==> config.mk <==
export PLATFORM = sky130hd
export DESIGN_NAME = player_action_scheduler
export DESIGN_NICKNAME = d
export VERILOG_FILES = /design/src/rtl/player_action_scheduler_pkg.sv /design/src/rtl/player_action_scheduler_frame_counter.sv /design/src/rtl/player_action_scheduler.sv
export SDC_FILE = /design/constraint.sdc
export NUM_CORES = 1
export LEC_CHECK = 0
export CAP_MARGIN = 15
export CORE_MARGIN = 10
export CORE_UTILIZATION = 30
export DETAILED_ROUTE_END_ITERATION = 16
export DONT_BUFFER_PORTS = 1
export GPL_ROUTABILITY_DRIVEN = 0
export PLACE_DENSITY_LB_ADDON = 0.3
export RECOVER_POWER = 25
export SLEW_MARGIN = 20
export SYNTH_ARGS = -nofsm -noshare
export SYNTH_HDL_FRONTEND = slang
export SYNTH_HIERARCHICAL = 1
export SYNTH_SLANG_ARGS = --single-unit
==> constraint.sdc <==
create_clock -name clk -period 2.35 [get_ports clk]
set_clock_uncertainty 0.2 [all_clocks]
set_input_delay 0.235 -clock clk [delete_from_list [all_inputs] [get_ports clk]]
set_output_delay 0.235 -clock clk [all_outputs]
set_load 0.005 [all_outputs]
==> src/rtl/player_action_scheduler_pkg.sv <==
// Shared definitions for the player action scheduler.
//   - Direction encoding used by move_dir, attack_dir and facing.
//   - Scheduler FSM state enum.
//   - Full-health value loaded at reset.
//   - decode_dir(): turns the four direction buttons into a direction code
//     plus a valid flag (valid only when exactly one button is pressed).
package player_action_scheduler_pkg;

    localparam logic [1:0] DIR_UP    = 2'b00;
    localparam logic [1:0] DIR_RIGHT = 2'b01;
    localparam logic [1:0] DIR_DOWN  = 2'b10;
    localparam logic [1:0] DIR_LEFT  = 2'b11;

    localparam logic [1:0] HEALTH_MAX = 2'b11;

    typedef enum logic [2:0] {
        ST_IDLE      = 3'd0,
        ST_MOVE_WAIT = 3'd1,
        ST_ATTACK    = 3'd2,
        ST_COOLDOWN  = 3'd3,
        ST_DEAD      = 3'd4
    } state_t;

    // Returns {valid, dir}. Chords and no-press both decode as invalid.
    function automatic logic [2:0] decode_dir(input logic up, input logic right,
                                              input logic down, input logic left);
        logic [2:0] res;
        res = {1'b0, DIR_UP};
        case ({up, right, down, left})
            4'b1000: res = {1'b1, DIR_UP};
            4'b0100: res = {1'b1, DIR_RIGHT};
            4'b0010: res = {1'b1, DIR_DOWN};
            4'b0001: res = {1'b1, DIR_LEFT};
            default: res = {1'b0, DIR_UP};
        endcase
        return res;
    endfunction

endpackage

==> src/rtl/player_action_scheduler_frame_counter.sv <==
// frame_counter: frame_tick-gated down-counter used for every frame timer.
//   clk, reset  : clock, asynchronous active-low reset (count -> 0)
//   tick        : frame_tick; the count only moves on these cycles
//   load        : load load_val (wins over a simultaneous tick)
//   load_val    : value to load
//   done        : high on a tick cycle that ends the window (count <= 1),
//                 so a load of N ends on the N-th following tick and a load
//                 of 0 ends on the very next tick
// The count saturates at zero; it never wraps.
module frame_counter
    import player_action_scheduler_pkg::*;
#(
    parameter int MAX = 1,
    localparam int W = (MAX < 1) ? 1 : $clog2(MAX + 1)
) (
    input  logic         clk,
    input  logic         reset,
    input  logic         tick,
    input  logic         load,
    input  logic [W-1:0] load_val,
    output logic         done
);

    logic [W-1:0] count;

    always_ff @(posedge clk or negedge reset) begin
        if (!reset) begin
            count <= '0;
        end else if (load) begin
            count <= load_val;
        end else if (tick && (count != '0)) begin
            count <= count - 1'b1;
        end
    end

    assign done = tick && (count <= W'(1));

endmodule

==> src/rtl/player_action_scheduler.sv <==
// player_action_scheduler: frame-rate controller between the controller
// input decoder and the player datapath.
//
// Ports:
//   clk, reset          clock, asynchronous active-low reset
//   frame_tick          one-cycle pulse per video frame; all decisions happen here
//   A, B                attack buttons
//   up/down/left/right  direction buttons (one-hot press = valid direction)
//   player_hit          one-cycle hit pulse from collision logic
//   move_cmd/move_dir   single-cycle move-one-tile command and its direction
//   attack_active       sword armed; attack_dir its (frozen) orientation
//   facing              last accepted direction
//   player_health       hearts, 3..0
//   invincible          hits ignored while high
//   game_over           sticky until reset
//   fsm_state           debug view of the scheduler state (state_t encoding)
//
// Build option: define INPUT_SYNC_EN to pass the buttons and player_hit
// through two-flop synchronisers (2 cycles extra input latency; player_hit
// is then edge-detected so a longer pulse counts once).
//
// Handshake: there is no backpressure. move_cmd is a fire-and-forget pulse,
// valid for exactly one cycle, with move_dir valid alongside it.
module player_action_scheduler
    import player_action_scheduler_pkg::*;
#(
    parameter int MOVE_PERIOD     = 4,
    parameter int ATTACK_FRAMES   = 8,
    parameter int COOLDOWN_FRAMES = 16,
    parameter int IFRAME_COUNT    = 32
) (
    input  logic       clk,
    input  logic       reset,
    input  logic       frame_tick,
    input  logic       A,
    input  logic       B,
    input  logic       up,
    input  logic       down,
    input  logic       left,
    input  logic       right,
    input  logic       player_hit,
    output logic       move_cmd,
    output logic [1:0] move_dir,
    output logic       attack_active,
    output logic [1:0] attack_dir,
    output logic [1:0] facing,
    output logic [1:0] player_health,
    output logic       invincible,
    output logic       game_over,
    output logic [2:0] fsm_state
);

    localparam int ACT_MAX = (ATTACK_FRAMES > COOLDOWN_FRAMES) ? ATTACK_FRAMES : COOLDOWN_FRAMES;
    localparam int MV_W    = (MOVE_PERIOD < 1) ? 1 : $clog2(MOVE_PERIOD + 1);
    localparam int ACT_W   = (ACT_MAX < 1) ? 1 : $clog2(ACT_MAX + 1);
    localparam int IF_W    = (IFRAME_COUNT < 1) ? 1 : $clog2(IFRAME_COUNT + 1);

    // ------------------------------------------------------------------
    // Input conditioning
    // ------------------------------------------------------------------
    logic a_s, b_s, up_s, down_s, left_s, right_s, hit_ev;

`ifdef INPUT_SYNC_EN
    logic [6:0] sync1, sync2;
    logic       hit_d;

    always_ff @(posedge clk or negedge reset) begin
        if (!reset) begin
            sync1 <= '0;
            sync2 <= '0;
            hit_d <= 1'b0;
        end else begin
            sync1 <= {A, B, up, down, left, right, player_hit};
            sync2 <= sync1;
            hit_d <= sync2[0];
        end
    end

    assign {a_s, b_s, up_s, down_s, left_s, right_s} = sync2[6:1];
    assign hit_ev = sync2[0] & ~hit_d;
`else
    assign a_s     = A;
    assign b_s     = B;
    assign up_s    = up;
    assign down_s  = down;
    assign left_s  = left;
    assign right_s = right;
    assign hit_ev  = player_hit;
`endif

    logic [2:0] dir_dec;
    logic       dir_valid;
    logic [1:0] dir;

    assign dir_dec   = decode_dir(up_s, right_s, down_s, left_s);
    assign dir_valid = dir_dec[2];
    assign dir       = dir_dec[1:0];

    // ------------------------------------------------------------------
    // Frame timers
    // ------------------------------------------------------------------
    logic             mv_load, mv_done;
    logic             act_load, act_done;
    logic [ACT_W-1:0] act_load_val;
    logic             if_load, if_done;

    frame_counter #(.MAX(MOVE_PERIOD)) u_move_cnt (
        .clk      (clk),
        .reset    (reset),
        .tick     (frame_tick),
        .load     (mv_load),
        .load_val (MV_W'(MOVE_PERIOD - 1)),
        .done     (mv_done)
    );

    frame_counter #(.MAX(ACT_MAX)) u_action_cnt (
        .clk      (clk),
        .reset    (reset),
        .tick     (frame_tick),
        .load     (act_load),
        .load_val (act_load_val),
        .done     (act_done)
    );

    frame_counter #(.MAX(IFRAME_COUNT)) u_iframe_cnt (
        .clk      (clk),
        .reset    (reset),
        .tick     (frame_tick),
        .load     (if_load),
        .load_val (IF_W'(IFRAME_COUNT)),
        .done     (if_done)
    );

    // ------------------------------------------------------------------
    // Health / invincibility, independent of the scheduler state
    // ------------------------------------------------------------------
    logic hit_accept;

    assign hit_accept = hit_ev && !invincible && (player_health != 2'b00);
    assign if_load    = hit_accept;

    always_ff @(posedge clk or negedge reset) begin
        if (!reset) begin
            player_health <= HEALTH_MAX;
            invincible    <= 1'b0;
        end else if (player_health == 2'b00) begin
            invincible <= 1'b0;
        end else if (hit_accept) begin
            player_health <= player_health - 2'b01;
            invincible    <= 1'b1;
        end else if (invincible && if_done) begin
            invincible <= 1'b0;
        end
    end

    // ------------------------------------------------------------------
    // Scheduler FSM
    // ------------------------------------------------------------------
    state_t     state, state_n;
    logic       move_cmd_n, attack_active_n, game_over_n;
    logic [1:0] move_dir_n, attack_dir_n, facing_n;

    always_ff @(posedge clk or negedge reset) begin
        if (!reset) begin
            state         <= ST_IDLE;
            move_cmd      <= 1'b0;
            move_dir      <= DIR_UP;
            attack_active <= 1'b0;
            attack_dir    <= DIR_RIGHT;
            facing        <= DIR_RIGHT;
            game_over     <= 1'b0;
        end else begin
            state         <= state_n;
            move_cmd      <= move_cmd_n;
            move_dir      <= move_dir_n;
            attack_active <= attack_active_n;
            attack_dir    <= attack_dir_n;
            facing        <= facing_n;
            game_over     <= game_over_n;
        end
    end

    always_comb begin
        state_n         = state;
        move_cmd_n      = 1'b0;
        move_dir_n      = move_dir;
        attack_active_n = attack_active;
        attack_dir_n    = attack_dir;
        facing_n        = facing;
        game_over_n     = game_over;
        mv_load         = 1'b0;
        act_load        = 1'b0;
        act_load_val    = '0;

        // Zero health overrides whatever the FSM is doing, mid-attack included.
        if (player_health == 2'b00) begin
            state_n         = ST_DEAD;
            attack_active_n = 1'b0;
            game_over_n     = 1'b1;
        end else begin
            case (state)
                ST_IDLE: begin
                    if (frame_tick) begin
                        if (a_s || b_s) begin
                            state_n         = ST_ATTACK;
                            attack_active_n = 1'b1;
                            attack_dir_n    = dir_valid ? dir : facing;
                            if (dir_valid) begin
                                facing_n = dir;
                            end
                            act_load     = 1'b1;
                            act_load_val = ACT_W'(ATTACK_FRAMES);
                        end else if (dir_valid) begin
                            state_n    = ST_MOVE_WAIT;
                            move_cmd_n = 1'b1;
                            move_dir_n = dir;
                            facing_n   = dir;
                            mv_load    = 1'b1;
                        end
                    end
                end
                ST_MOVE_WAIT: begin
                    if (mv_done) begin
                        state_n = ST_IDLE;
                    end
                end
                ST_ATTACK: begin
                    if (act_done) begin
                        state_n         = ST_COOLDOWN;
                        attack_active_n = 1'b0;
                        act_load        = 1'b1;
                        act_load_val    = ACT_W'(COOLDOWN_FRAMES);
                    end
                end
                ST_COOLDOWN: begin
                    if (act_done) begin
                        state_n = ST_IDLE;
                    end
                end
                ST_DEAD: begin
                    attack_active_n = 1'b0;
                    game_over_n     = 1'b1;
                end
                default: begin
                    state_n = ST_IDLE;
                end
            endcase
        end
    end

    assign fsm_state = state;

endmodule

## Yosys cells after proc, flatten, opt, wreduce, memory -nomap -nowiden

Cells that the tools add are included.

| word-level totals | value |
|---|---|
| output and inout port bits | 15 |
| ROM bits | 0 |
| latch bits | 0 |
| memories kept | 0 |
| register bits | 29 |
| word-level logic and storage cells | 106 |
| bits of input ports | 10 |
| memory bits (writable) | 0 |

| cells by class | value |
|---|---|
| eq/ne operators | 15 |
| reduce and logical (&&, ||, !) cells | 29 |
| bitwise gates (word level) | 2 |
| shifts and indexed selects | 0 |
| add/subtract/negate cells | 4 |
| magnitude comparators | 3 |
| multipliers | 0 |
| mux-type cells | 41 |
| divide/modulo/power cells | 0 |

Operator list:

| cell | number |
|---|---|
| two-way mux 3 bit | 9 |
| two-way mux 5 bit | 4 |
| two-way mux 1 bit | 18 |
| != test 3 bit, second input constant | 5 |
| one-hot mux 3 bit (5 select lines) | 1 |
| two-way mux 6 bit | 2 |
| one-hot mux 3 bit (4 select lines) | 1 |
| one-hot mux 5 bit (2 select lines) | 1 |
| nonzero test 2 bit | 5 |
| logical AND 1 bit | 9 |
| two-way mux 4 bit | 2 |
| AND reduction 4 bit | 2 |
| equality test 3 x 2 -> 1 bit, second input constant | 2 |
| less-or-equal comparator 6 x 1 -> 1 bit, second input constant | 1 |
| AND reduction 6 bit | 1 |
| nonzero test 3 bit | 2 |
| nonzero test 6 bit | 1 |
| subtractor 6 x 1 -> 6 bit, second input constant | 1 |
| less-or-equal comparator 5 x 1 -> 1 bit, second input constant | 1 |
| AND reduction 5 bit | 1 |
| nonzero test 5 bit | 1 |
| subtractor 5 x 1 -> 5 bit, second input constant | 1 |
| equality test 4 x 1 -> 1 bit, second input constant | 1 |
| equality test 4 x 2 -> 1 bit, second input constant | 1 |
| 20 further kinds | 21 |

## Logic depth before layout (Yosys ltp)

| depth | value |
|---|---|
| depth after elaboration | 8 |
| gate-level depth with buffers | 9 |
| mapped depth without buffers | 8 |

## Hierarchy

The synthesis kept the hierarchy.

By module, submodules not included:

| module | times used | cells each | area each (µm²) | sequential area each (µm²) |
|---|---|---|---|---|
| player_action_scheduler | 1 | 96 | 899.6 | 380.4 |
| frame_counter (u_iframe_cnt) | 1 | 46 | 419.2 | 150.1 |
| frame_counter (u_action_cnt) | 1 | 37 | 344.1 | 125.1 |
| frame_counter (u_move_cnt) | 1 | 22 | 216.5 | 75.1 |

## Least setup slack after synthesis

No wires, ideal clock.

| timing | value |
|---|---|
| path kind | reg2reg |
| from | register player_health[0] |
| to | register u_iframe_cnt.count[1] |
| arrival time | 2.285 ns |
| slack | -0.213 ns |
| cell stages (with the launch flop) | 8 |
| period minus slack after synthesis | 2.563 ns |
| setup time | 0.077 ns |
| path buffers | 1 |
| data required time | 2.073 ns |
| cells stage by stage | dfstp_2 inv_1 ha_1 buf_4 nor3b_1 clkinv_1 o2111a_1 a21oi_1 |

| on the way | value |
|---|---|
| cells in the longest elaborated chain, start to end | 3 |
| elaborated cells between the ends (all ways) | 4 |
| those cells by class | mux: 1; reduce/logical: 3 |

RTL lines:

| item | RTL line | text |
|---|---|---|
| from (decl) | player_action_scheduler.sv:47 | `output logic [1:0] player_health,` |
| from (signal assigned) | player_action_scheduler.sv:149 | `player_health <= player_health - 2'b01;` |
| nonzero test 2 bit (*) | player_action_scheduler.sv:139 | `assign hit_accept = hit_ev && !invincible && (player_health != 2'b00);` |
| logical AND 1 bit (*) | player_action_scheduler.sv:139 |  |
| net hit_accept | player_action_scheduler.sv:137 | `logic hit_accept;` |
| two-way mux 6 bit / nonzero test 2 bit (equally long branches) | -- |  |
| to (signal assigned) | player_action_scheduler_frame_counter.sv:30 | `count <= load_val;` |
| to (signal assigned) | player_action_scheduler_frame_counter.sv:32 | `count <= count - 1'b1;` |
| to (decl) | player_action_scheduler_frame_counter.sv:24 | `logic [W-1:0] count;` |

The timed path passes the listed nets; every way through them passes the cells marked *.
A chain may end at the register's enable or synchronous reset.

## Worst setup path after layout

| timing | value |
|---|---|
| from | register player_health[0] |
| to | register u_action_cnt.count[0] |

| on the way | value |
|---|---|
| cells in the longest elaborated chain, start to end | 3 |
| elaborated cells between the ends (all ways) | 5 |
| those cells by class | mux: 3; reduce/logical: 2 |

RTL lines:

| item | RTL line | text |
|---|---|---|
| logical NOT 2 bit (*) | player_action_scheduler.sv:196 | `if (player_health == 2'b00) begin` |
| two-way mux 1 bit (*) | player_action_scheduler.sv:196 |  |
| net act_load | player_action_scheduler.sv:103 | `logic act_load, act_done;` |
| two-way mux 5 bit / nonzero test 2 bit (equally long branches) | -- |  |
| to (signal assigned) | player_action_scheduler_frame_counter.sv:30 |  |
| to (signal assigned) | player_action_scheduler_frame_counter.sv:32 |  |
| to (decl) | player_action_scheduler_frame_counter.sv:24 |  |

Marked as above.

==> run_results.csv <==
group,metric,value,unit
status,status,"completed",
placement,dpl_worst_slack,0.09970,ns
cells_and_area,finalNonFillerCells,306,
grt,antenna_found_initial,0,
die,rows,28,
logic_synthesis,synth.avg_cell_area,9.350,µm²
worst_setup_path,crit_path_max_fanout,13,
route,drc,0,
min_path,worst_hold_path_type,"in2reg",
die,start_util,0.3137,
die,dieArea,9830,µm²
die,io_pins,25,
die,die_w,99.15,µm
route,num_vias,1565,
flow_run,drv_cap,0,
clock_tree,cts_setup_buffers,0,
worst_setup_path,cp.required,2.29,ns
placement,hpwl,2947,µm
worst_setup_path,startpoint_type,"flop",
logic_synthesis,seq_area_frac_synth,0.3888,
die,die_y,99.15,µm
route,dr.pass1.iters,4,
sta,fin_setup_tns,0,ns
grt,grt_max_degree,30,
placement,dpl.cell_count,290,
cells_and_area,drive_gt1_frac,0.1818,
sta,fin_ws,0.1155,ns
worst_setup_path,endpoint_kind,"flop",
logic_synthesis,yosys.area.top_type,"dfrtp_1",
sta,finalCritPeriodShare,0.9509,
clock_tree,clk_path_buf_depth,2,
grt,track_usage,0.09309,
logic_synthesis,ys.flop_type,"dfrtp_1",
placement,io_buffer_count,0,
cells_and_area,nets,249,
route,routedWlPerCell,14.51,µm
cells_and_area,antenna_cells,0,
logic_synthesis,synth_common_cells,"dfrtp_1 (25), nor2_1 (18), nand2_1 (16), inv_1 (14), a21oi_1 (12)",
logic_synthesis,synthCells,201,
power,ir_worst_vdd,517.1,µV
power,power_leakage,0.9446,nW
power,p_per_area,1144,nW/µm²
sta,min_period,2.235,ns
clock_tree,clk_latency,0.29,ns
logic_synthesis,netlist.area_leader.share,0.3329,
logic_synthesis,netlist_area,1879,µm²
grt,grt_pass1_vias,1478,
sta,setup_viol,0,
route,ant_nets,0,
sta,hold_viol_final,0,
route,viasPerCell,5.114,
clock_tree,cts.sink_count,29,
logic_synthesis,ys_ff_latch,29,
clock_tree,htree_levels,2,
clock_tree,cts_root_buffer,"clkbuf_8",
sta,slew_violations,0,
logic_synthesis,synth-edff-count,0,
worst_setup_path,critPathArrivalTime,2.17,ns
route,wl,4440,µm
logic_synthesis,ys_types,61,
clock_tree,cts_made_buffers,5,
logic_synthesis,yosys-top-cells-area,"dfrtp_1 (33%), ha_1 (6.0%), dfstp_2 (5.6%), nor2_1 (3.6%), a21oi_1 (3.2%)",
cells_and_area,syn_to_final_growth,20.04,%
die,core_area,5991,µm²
cells_and_area,fill_cells,606,
grt,grt-ovfl-total,0,
grt,grt_pass1_wl,7541,µm
worst_setup_path,crit_type,"reg2reg",
clock_tree,clkTransAtPathRegs,0.07,ns
sta,rsz0062_at_grt,"no",
logic_synthesis,ys_warn_count,6,
route,drtIter0Drc,86,
sta,fmax,447.5,MHz
sta,worstMarginPinSlew,1.336,ns
sta,max_slew_margin,0.1092,
logic_synthesis,yosysMostFrequentCell,"dfrtp_1",
logic_synthesis,async_reset_ff_frac,1.000,
clock_tree,tritoncts,"done",
## where the power goes
part	internal (mW)	leakage, nW	switching (mW)	total, mW
logic	0.585	0.560	0.623	1.21
registers	0.734	0.341	0.223	0.957
clock network	0.204	0.0439	0.213	0.417
total	1.52	0.945	1.06	2.58
## cells by family after synthesis
group / count (synthesis) / share of synthesized area
AND/OR/NAND/NOR: 71 / 0.2250
flip-flops: 29 / 0.3888
AO/OA/AOI/OAI: 59 / 0.2297
other: 2 / 0.003996
XOR/XNOR: 4 / 0.01865
adder cells (fa/ha/maj): 9 / 0.05992
buffers and inverters: 23 / 0.04860
multiplexers: 4 / 0.02530
## final timing paths
path                                   from                     to  slack, ns  cells past startpoint
setup / recovery           player_health[0]  u_action_cnt/count[0]       0.12                      8
hold / removal                   frame_tick  u_iframe_cnt/count[0]       0.01                      3
setup reg to reg           player_health[0]  u_action_cnt/count[0]       0.12                      8
hold reg to reg                   game_over              game_over       0.32                      1
max in group asynchronous             reset  u_action_cnt/count[4]       0.47                      2
min in group asynchronous             reset           fsm_state[0]       0.69                      2
## critical path: stages (launching register included)
cell      delay, ns
dfstp_2        0.53
inv_1          0.06
ha_2           0.22
or3_1          0.40
nor2_2         0.13
buf_6          0.16
nor3b_1        0.06
mux2i_1        0.16
o311ai_0       0.16
## final cells by class
| cell class | instances | area (µm²) | area share |
|---|---|---|---|
| clock inverters | 3 | 17.52 | 0.007765 |
| clock buffers | 5 | 68.82 | 0.03050 |
| flip-flops and latches | 29 | 730.7 | 0.3239 |
| repair buffers | 20 | 176.4 | 0.07820 |
| multi-input cells | 159 | 1112 | 0.4931 |
| well taps | 75 | 93.84 | 0.04160 |
| inverters | 15 | 56.30 | 0.02496 |
## routing by layer
metal  global-route usage  vias up  wire length, µm
met5                    0        -                0
met4              0.04851        0              102
met3              0.02907        9              196
met2               0.1503       21             2190
met1               0.1080      750             1952
li1                     -      785                -
## cell usage in the layout (no fill, tap or decap), types with 5 or more instances in the layout
| cell | instances |
|---|---|
| a21oi_1 | 12 |
| buf_4 | 11 |
| clkbuf_8 | 5 |
| conb_1 | 12 |
| dfrtp_1 | 25 |
| dlygate4sd3_1 | 7 |
| ha_1 | 8 |
| inv_1 | 14 |
| nand2_1 | 16 |
| nor2_1 | 16 |
| o21ai_0 | 11 |
| or4b_1 | 5 |
## per-stage QoR
step           total power, mW  utilization  hold WS, ns  instance area (µm²)
2_1_floorplan            1.807            -      -0.2606                 1931
3_3_place_gp             2.122       0.3465      -0.2593                 2076
3_5_place_dp             2.136       0.3465      -0.2595                 2076
4_1_cts                  2.597       0.3759     0.005547                 2252
6_report                 2.582       0.3766      0.01474                 2256
5_1_grt                  2.840       0.3766      0.01698                 2256
## state kept, by name, summed over array words and instances, names as in the netlist
register            flops
invincible              1
fsm_state               3
game_over               1
attack_dir              2
attack_active           1
move_dir                2
u_iframe_cnt/count      6
facing                  2
move_cmd                1
player_health           2
u_move_cnt/count        3
u_action_cnt/count      5
## what timing repair did
action,CTS,global route
setup endpoints to repair,0,3
resized for setup,0,3
hold buffers,8,0
hold endpoints to repair,36,0
(Power assumes the default switching activity.)
